## src/rtl/fetch_queue.sv

```systemverilog
// Instruction fetch stage: sequential PC generation, one-cycle-latency imem reads, DEPTH-entry
// {pc, instr} FIFO to decode. Optional macro FETCHQ_BYPASS_EN forwards a response straight to decode when the queue is empty.
module fetch_queue #(
    parameter int          DEPTH    = 4,
    parameter logic [31:0] RESET_PC = 32'h0000_0000
) (
    input  logic        clk_i,
    input  logic        rstn_i,
    output logic        imem_req_o,
    output logic [31:0] imem_addr_o,
    input  logic [31:0] imem_data_i,
    input  logic        redirect_i,
    input  logic [31:0] redirect_pc_i,
    output logic        valid_o,
    input  logic        ready_i,
    output logic [31:0] instr_o,
    output logic [31:0] pc_o
);

    localparam int AW = $clog2(DEPTH);
    localparam logic [AW+1:0] DEPTH_L   = (AW+2)'(DEPTH);
    localparam logic [AW-1:0] PTR_ONE   = AW'(1'b1);
    localparam logic [AW:0]   CNT_ONE   = (AW+1)'(1'b1);
    localparam logic [AW:0]   CNT_ZERO  = {(AW+1){1'b0}};

    logic [31:0]   pc_r;
    logic          inflight_r;
    logic [31:0]   inflight_pc_r;
    logic [63:0]   mem_r [DEPTH];
    logic [AW-1:0] rd_ptr_r;
    logic [AW-1:0] wr_ptr_r;
    logic [AW:0]   count_r;

    logic [AW+1:0] occ_s;
    logic          req_s;
    logic          resp_s;
    logic          push_s;
    logic          pop_s;
    logic          valid_s;
    logic [63:0]   head_s;
    logic [31:0]   instr_s;
    logic [31:0]   pc_s;

    assign head_s = mem_r[rd_ptr_r];

    // Credit check counts the in-flight read so a returning word always has a free slot.
    always_comb begin
        occ_s  = {1'b0, count_r} + {{(AW+1){1'b0}}, inflight_r};
        req_s  = 1'b0;
        resp_s = 1'b0;
        if (rstn_i && !redirect_i && (occ_s < DEPTH_L)) begin
            req_s = 1'b1;
        end else begin
            req_s = 1'b0;
        end
        if (inflight_r && !redirect_i) begin
            resp_s = 1'b1;
        end else begin
            resp_s = 1'b0;
        end
    end

`ifdef FETCHQ_BYPASS_EN
    logic byp_s;

    // Empty queue: present the returning word directly; store it only if decode stalls.
    always_comb begin
        byp_s   = resp_s && (count_r == CNT_ZERO);
        valid_s = (count_r != CNT_ZERO) || byp_s;
        pop_s   = (count_r != CNT_ZERO) && ready_i;
        if (byp_s) begin
            instr_s = imem_data_i;
            pc_s    = inflight_pc_r;
            push_s  = !ready_i;
        end else begin
            instr_s = head_s[31:0];
            pc_s    = head_s[63:32];
            push_s  = resp_s;
        end
    end
`else
    // Outputs come only from stored entries; no path from imem_data_i to decode.
    always_comb begin
        valid_s = (count_r != CNT_ZERO);
        pop_s   = valid_s && ready_i;
        push_s  = resp_s;
        instr_s = head_s[31:0];
        pc_s    = head_s[63:32];
    end
`endif

    assign imem_req_o  = req_s;
    assign imem_addr_o = pc_r;
    assign valid_o     = valid_s;
    assign instr_o     = instr_s;
    assign pc_o        = pc_s;

    // Fetch PC, in-flight tracking and FIFO state; redirect outranks every other update.
    always_ff @(posedge clk_i or negedge rstn_i) begin
        if (!rstn_i) begin
            pc_r          <= RESET_PC;
            inflight_r    <= 1'b0;
            inflight_pc_r <= 32'h0000_0000;
            rd_ptr_r      <= {AW{1'b0}};
            wr_ptr_r      <= {AW{1'b0}};
            count_r       <= CNT_ZERO;
            for (int i = 0; i < DEPTH; i++) begin
                mem_r[i] <= {64{1'b0}};
            end
        end else if (redirect_i) begin
            pc_r       <= redirect_pc_i;
            inflight_r <= 1'b0;
            rd_ptr_r   <= {AW{1'b0}};
            wr_ptr_r   <= {AW{1'b0}};
            count_r    <= CNT_ZERO;
        end else begin
            inflight_r <= req_s;
            if (req_s) begin
                pc_r          <= pc_r + 32'd4;
                inflight_pc_r <= pc_r;
            end else begin
                pc_r          <= pc_r;
                inflight_pc_r <= inflight_pc_r;
            end
            if (push_s) begin
                mem_r[wr_ptr_r] <= {inflight_pc_r, imem_data_i};
                wr_ptr_r        <= wr_ptr_r + PTR_ONE;
            end else begin
                wr_ptr_r <= wr_ptr_r;
            end
            if (pop_s) begin
                rd_ptr_r <= rd_ptr_r + PTR_ONE;
            end else begin
                rd_ptr_r <= rd_ptr_r;
            end
            case ({push_s, pop_s})
                2'b10:   count_r <= count_r + CNT_ONE;
                2'b01:   count_r <= count_r - CNT_ONE;
                default: count_r <= count_r;
            endcase
        end
    end

endmodule

```

## config.mk

```make
export PLATFORM = sky130hd
export DESIGN_NAME = fetch_queue
export DESIGN_NICKNAME = d
export VERILOG_FILES = /design/src/rtl/fetch_queue.sv
export SDC_FILE = /design/constraint.sdc
export NUM_CORES = 1
export LEC_CHECK = 0
export BUFFER_PORTS_ARGS = -buffer_cell sky130_fd_sc_hd__buf_2
export CAP_MARGIN = 5
export CORE_MARGIN = 5
export CORE_UTILIZATION = 55
export DETAILED_ROUTE_END_ITERATION = 7
export PLACE_DENSITY = 0.78
export SYNTH_ARGS = -nofsm -noshare
export SYNTH_HDL_FRONTEND = slang
export SYNTH_SLANG_ARGS = --single-unit
```

## constraint.sdc

```tcl
create_clock -name clk_i -period 3.6 [get_ports clk_i]
set_input_delay 0.18 -clock clk_i [delete_from_list [all_inputs] [get_ports clk_i]]
set_output_delay 0.18 -clock clk_i [all_outputs]
set_load 0.01 [all_outputs]
```

==> results of run 1 <==
-- layout by cell type (no fill, tap or decap), types with 13 or more instances in the layout --
cell type | Yosys | layout
nand2_1 | 105 | 101
clkbuf_16 | 0 | 37
nand3_1 | 28 | 27
mux2_2 | 261 | 261
buf_2 | 35 | 164
inv_1 | 15 | 15
buf_4 | 0 | 13
dfrtp_1 | 328 | 326
mux4_2 | 64 | 64
o21ai_0 | 20 | 20
dlygate4sd3_1 | 0 | 61
-- sequential cells by signal, summed over array words and instances (netlist names) --
signal / count
mem_r: 256
imem_addr_o: 32
inflight_pc_r: 32
count_r: 3
rd_ptr_r: 2
wr_ptr_r: 2
inflight_r: 1
-- power breakdown --
group          switching [uW]  internal, uW  leakage, uW  total [uW]
Clock                    1420          2320     0.000617        3740
Combinational            1560          1970      0.00352        3520
Sequential                809          4710      0.00428        5520
Total                    3790          8990      0.00841       12800
-- through the flow --
stage,power [uW],hold WS [ns],cells,area (um^2),utilization
after floorplan,7644,-0.1156,1031,14620,-
after global placement,8890,0.1231,1483,15800,0.6044
after detailed placement,9056,0.1188,1483,15800,0.6044
after CTS,12900,0.01893,1607,17630,0.6748
after global routing,13500,0.04516,1607,17630,0.6748
final,12780,0.04036,1607,17630,0.6748
-- cells by family (layout without fill, tap and decap cells) --
family | after synthesis | count (layout) | synth area share
AOI/OAI and AO/OA | 70 | 70 | 0.03414
xor gates and xnor gates | 5 | 5 | 0.002995
adders and majority gates | 6 | 6 | 0.005647
DFF | 328 | 328 | 0.5613
muxes | 327 | 327 | 0.3009
and+or+nand+nor | 215 | 215 | 0.07153
buffers and inverters | 80 | 321 | 0.02353
-- layout make-up --
class                      instances  share of cell area
sequential                       328              0.4659
multi-input combinational        623              0.3463
timing repair buffer             242             0.09097
clock buffer                      51             0.06173
tap                              335             0.02377
clock inverter                    12            0.007876
inverter                          16            0.003406
-- metal layers --
metal | up-vias | global-route usage | wire length, um
met5 | - | 0 | 0
met4 | 0 | 0.04556 | 461
met3 | 41 | 0.04803 | 2492
met2 | 385 | 0.3757 | 16370
met1 | 4951 | 0.3260 | 14510
li1 | 4267 | - | -
-- cell usage after synthesis (3+ instances only) --
cell	instances	area, um^2
a211oi_1	3	22.52
a21oi_1	5	25.02
a221o_1	5	50.05
a22oi_1	8	60.06
a311o_1	3	30.03
and2_1	5	31.28
and3_1	4	25.02
buf_1	6	22.52
buf_2	35	175.2
clkbuf_1	23	86.33
dfrtp_1	328	8208
ha_1	5	62.56
inv_1	15	56.30
mux2_2	261	2939
mux4_2	64	1441
nand2_1	105	394.1
nand3_1	28	140.1
nand4_1	10	62.56
nor2_1	10	37.54
nor2b_1	4	25.02
nor3_1	8	40.04
nor3b_1	3	22.52
nor4_1	8	50.05
o211ai_1	5	37.54
o21ai_0	20	100.1
o311ai_0	12	105.1
or2_2	4	25.02
or3_1	7	43.79
or4_1	12	90.09
xor2_1	3	26.28
-- worst reg2reg max path, stage by stage, from the launching register on --
cell and delay [ns]:
dfrtp_1 0.50, nand4_1 0.47, nor4_1 1.00, a311o_1 0.29, o211ai_1 0.08
-- final timing paths --
check | endpoint | slack (ns)
max in group asynchronous | rd_ptr_r[0]$_DFFE_PN0P_ | 1.43
max | imem_req_o | 0.70
min reg2reg | mem_r[67]$_DFFE_PN0P_ | 0.50
min | imem_addr_o[20]$_DFFE_PN0P_ | 0.04
min in group asynchronous | mem_r[52]$_DFFE_PN0P_ | 0.23
max reg2reg | imem_addr_o[17]$_DFFE_PN0P_ | 1.13
-- repair_timing --
| item | 4_1_cts | 5_1_grt |
|---|---|---|
| endpoints found under the hold margin | 204 | 0 |
| gates resized for setup | 0 | 0 |
| hold buffers | 61 | 0 |
==> impl_metrics.tcl, run 1 <==
set metrics [dict create \
    status "finished, final reports clean" \
    synth_seq_cells 328 \
    p_leak_uw 0.008413 \
    worst_pin_slew_ns 1.031 \
    cp_data_required_time_ns 3.42 \
    rows 59 \
    grt.total_usage 0.2301 \
    synth_nets 1105 \
    die_w_um 173.1 \
    root_buffer "clkbuf_16" \
    die-area_um2 29950 \
    yosysUniqueCellTypes 46 \
    clk_latency_ns 0.50 \
    ys.flop_type "dfrtp_1" \
    rsz0062_at_grt "false" \
    whs_path_depth 4 \
    grt_pass1_wl_um 56750 \
    layout_min_cycle_time_ns 2.902 \
    crit_cells 7 \
    fillers 1824 \
    post_cts_buffers 0 \
    cts_buffers 36 \
    drt-total-wl_um 33830 \
    firstDrtPassIters 5 \
    crit_slowest_cell "dlygate4sd3_1" \
    layout-drive-gt1-share 0.4536 \
    grt_max_degree 157 \
    synthesis.area_um2 14620 \
    synth-edff-count 0 \
    async_reset_ff_frac 1.000 \
    num_vias 9644 \
    place_congestion 0.8962 \
    min_period_over_period 0.8060 \
    multi_input_area_um2 6107 \
    reg2regPathDepth 4 \
    crit_path_end_kind "output pin" \
    skew_ns 0.007659 \
    ys_seq_area_frac 0.5613 \
    layout.nets 1321 \
    grt_pass1_vias 10320 \
    critical_path_buf_inv_count 5 \
    pre_cts_ws_ns 1.088 \
    syn_inst 1031 \
    layout_setup_ws_ns 0.6985 \
    clock-sinks 328 \
    area.growth.synth_to_final_pct 20.58 \
    start_util 0.5596 \
    cts_tree "done" \
    crit_type "input pin to output pin" \
    relSlewSlack 0.3127 \
    slew_viol_final 0 \
    hold_viol_final 0 \
    critPathLaunch "rstn_i" \
    vias_per_cell 6.001 \
    irDropWorstVdd_mv 0.3430 \
    crit_fanout 53 \
    critPathLaunchType "input pin" \
    drv_cap 0 \
    setup_viol_count_final 0 \
    hp-start "redirect_pc_i[20]" \
    coreArea_um2 26130 \
    cts_htree_levels 2 \
    grt-ovfl-total 0 \
    clockBufferDepth 3 \
    reg2reg_from "imem_addr_o[8]$_DFFE_PN0P_" \
    ant_nets 0 \
    post-dp-hpwl_um 21090 \
    crit_chain "dlygate4sd3_1 > buf_8 > nor2b_1 > nand3_2 > inv_1 > buf_4 > buf_2" \
    slowest_delay_ns 0.60 \
    cp.arrival_ns 2.72 \
    min_path_type "input pin to register" \
    crit_family "buffers and inverters" \
    synth.avg_cell_area_um2 14.18 \
    portBuffers 165 \
    finalSetupTns_ns 0 \
    antenna_found_initial 0 \
    yosysWarnings 0 \
    clk_pin_slew_worst_paths_ns 0.06 \
    die_h_um 173.1 \
    wl_per_cell_um 21.05 \
    seqCellArea_um2 8215 \
    ios 166 \
    drc 0 \
    cellPowerDensity_nw_per_um2 724.8 \
    drtIter0Drc 647 \
    fmax_ghz 0.3446 \
    antenna_cells 0 \
]
(Power assumes the default switching activity.)
==> run 2, diff against run 1 <==
Clock period 3.6 ns to 2.8 ns, I/O delays scaled along.
==> run 2 against run 1 <==
Net effect:
- final area grew 0.14%
- final cell count grew 0.25%
- clock power grew 22%
- first-iteration DRC count shrank 1.4%
- combinational power grew 29%
- critical path type unchanged
- critical endpoint unchanged
==> impl_metrics.tcl, run 2 (same netlist as run 1, synthesis figures left out) <==
set metrics [dict create \
    die_w_um 173.1 \
    post_cts_buffers 0 \
    die_h_um 173.1 \
    finalSetupTns_ns 0 \
    drtIter0Drc 638 \
    reg2reg_from "imem_addr_o[12]$_DFFE_PN0P_" \
    regMostFlops "mem_r" \
    grt_pass1_wl_um 55140 \
    drv_cap 0 \
    clock-sinks 328 \
    skew_ns 0.01538 \
    root_buffer "clkbuf_16" \
    power.switching_uw 4749 \
    grt_max_degree 127 \
    cp_data_required_time_ns 2.66 \
    layout_setup_ws_ns 0.3413 \
    whs_path_depth 4 \
    hp-start "redirect_pc_i[25]" \
    p_leak_uw 0.008414 \
    reg2regPathDepth 4 \
    layout_common_cells "326 x dfrtp_1, 261 x mux2_2, 164 x buf_2" \
    comb_power_share 0.282 \
    rsz0062_at_grt "false" \
    internal_power_uw 11410 \
    grt.total_usage 0.2240 \
    portBuffers 165 \
    irDropWorstVdd_mv 0.4722 \
    fillers 1832 \
    grt_pass1_vias 10260 \
    worst_pin_slew_ns 1.015 \
    pre_cts_ws_ns 0.4586 \
    firstDrtPassIters 4 \
    switching_share 0.2940 \
    rrSetupSlack_ns 0.39 \
    vias_per_cell 5.971 \
    drc 0 \
    setup_viol_count_final 0 \
    postCtsHoldBufs 64 \
    cts_htree_levels 2 \
    clk_pin_slew_worst_paths_ns 0.05 \
    area.growth.synth_to_final_pct 20.75 \
    largest_register_ffs 256 \
    layout.nets 1332 \
    antenna_found_initial 0 \
    cts_buffers 36 \
    cellPowerDensity_nw_per_um2 914.8 \
    critPathLaunchType "input pin" \
    finish.instance_area_um2 17660 \
    hold_viol_final 0 \
    antenna_cells 0 \
    layout_commonest_cell "dfrtp_1" \
    relSlewSlack 0.3230 \
    layout_min_cycle_time_ns 2.459 \
    rows 59 \
    clk_latency_ns 0.50 \
    status "finished, final reports clean" \
    p_clk_frac 0.282 \
    place_area_um2 15890 \
    wl_per_cell_um 20.71 \
    crit_type "input pin to output pin" \
    coreArea_um2 26130 \
    min_period_over_period 0.8781 \
    cts_tree "done" \
    p_seq_frac 0.437 \
    cp.arrival_ns 2.32 \
    num_vias 9620 \
    layout-drive-gt1-share 0.4491 \
    start_util 0.5596 \
    crit_path_end_kind "output pin" \
    totalPowerFinal_uw 16150 \
    drt-total-wl_um 33360 \
    cts_resized 0 \
    ios 166 \
    post-dp-hpwl_um 20390 \
    place_congestion 0.9078 \
    slew_viol_final 0 \
    die-area_um2 29950 \
    grt-ovfl-total 0 \
    fmax_ghz 0.4067 \
    crit_fanout 21 \
    r2r-end "imem_addr_o[23]$_DFFE_PN0P_" \
    clockBufferDepth 3 \
    hold_end "imem_addr_o[25]$_DFFE_PN0P_" \
    min_path_type "input pin to register" \
    ant_nets 0 \
]
## run 2: changes by cell type in the layout (fill, tap and decap cells not counted), sizes merged
cell	delta
buf	+8
clkinv	-5
dlygate4sd3	+3
clkbuf	-2
## run 2: per-stage QoR
step / hold slack [ns] / cells / utilization
after floorplan: -0.1556 / 1031 / -
after global placement: -0.008646 / 1491 / 0.6082
after detailed placement: -0.009681 / 1491 / 0.6082
after CTS: 0.005762 / 1611 / 0.6757
after global routing: 0.03992 / 1611 / 0.6757
final: 0.02999 / 1611 / 0.6757
## run 2: cell type report
class	instances	area [um^2]	area share
Timing Repair Buffer	253	1732	0.09807
Inverter	16	60.06	0.003401
Clock inverter	7	113.9	0.006448
Sequential cell	328	8215	0.4652
Tap cell	335	419.2	0.02374
Clock buffer	49	1011	0.05725
Multi-Input combinational cell	623	6107	0.3459
## run 2: worst max path at each step
stage	startpoint	to	slack [ns]	depth (start not counted)
after detailed placement	imem_addr_o[8]$_DFFE_PN0P_	imem_addr_o[22]$_DFFE_PN0P_	0.46	4
after global routing	rstn_i	imem_req_o	0.21	7
final	rstn_i	imem_req_o	0.34	7
after CTS	rd_ptr_r[0]$_DFFE_PN0P_	instr_o[17]	0.31	3
after floorplan	imem_addr_o[2]$_DFFE_PN0P_	imem_addr_o[22]$_DFFE_PN0P_	0.71	6
after global placement	imem_addr_o[8]$_DFFE_PN0P_	imem_addr_o[22]$_DFFE_PN0P_	0.46	4
## run 2: layer usage
metal | track usage | routed length, um | vias up
li1 | - | - | 4265
met1 | 0.3154 | 14410 | 4949
met2 | 0.3611 | 16100 | 355
met3 | 0.04629 | 2189 | 51
met4 | 0.05920 | 659 | 0
met5 | 0 | 0 | -
## run 2: critical path, stage by stage
cell	delay, ns
dlygate4sd3_1	0.57
buf_8	0.21
nor2b_1	0.40
nand3_2	0.14
inv_1	0.36
buf_4	0.30
buf_2	0.16
## run 2: power by group through the flow
stage          Sequential, uW  Clock, uW  Combinational (uW)
3_3_place_gp             7030          0                4400
4_1_cts                  7050       4660                4620
2_1_floorplan            6710          0                3120
5_1_grt                  7220       4880                4930
3_5_place_dp             7110          0                4510
6_report                 7060       4550                4550
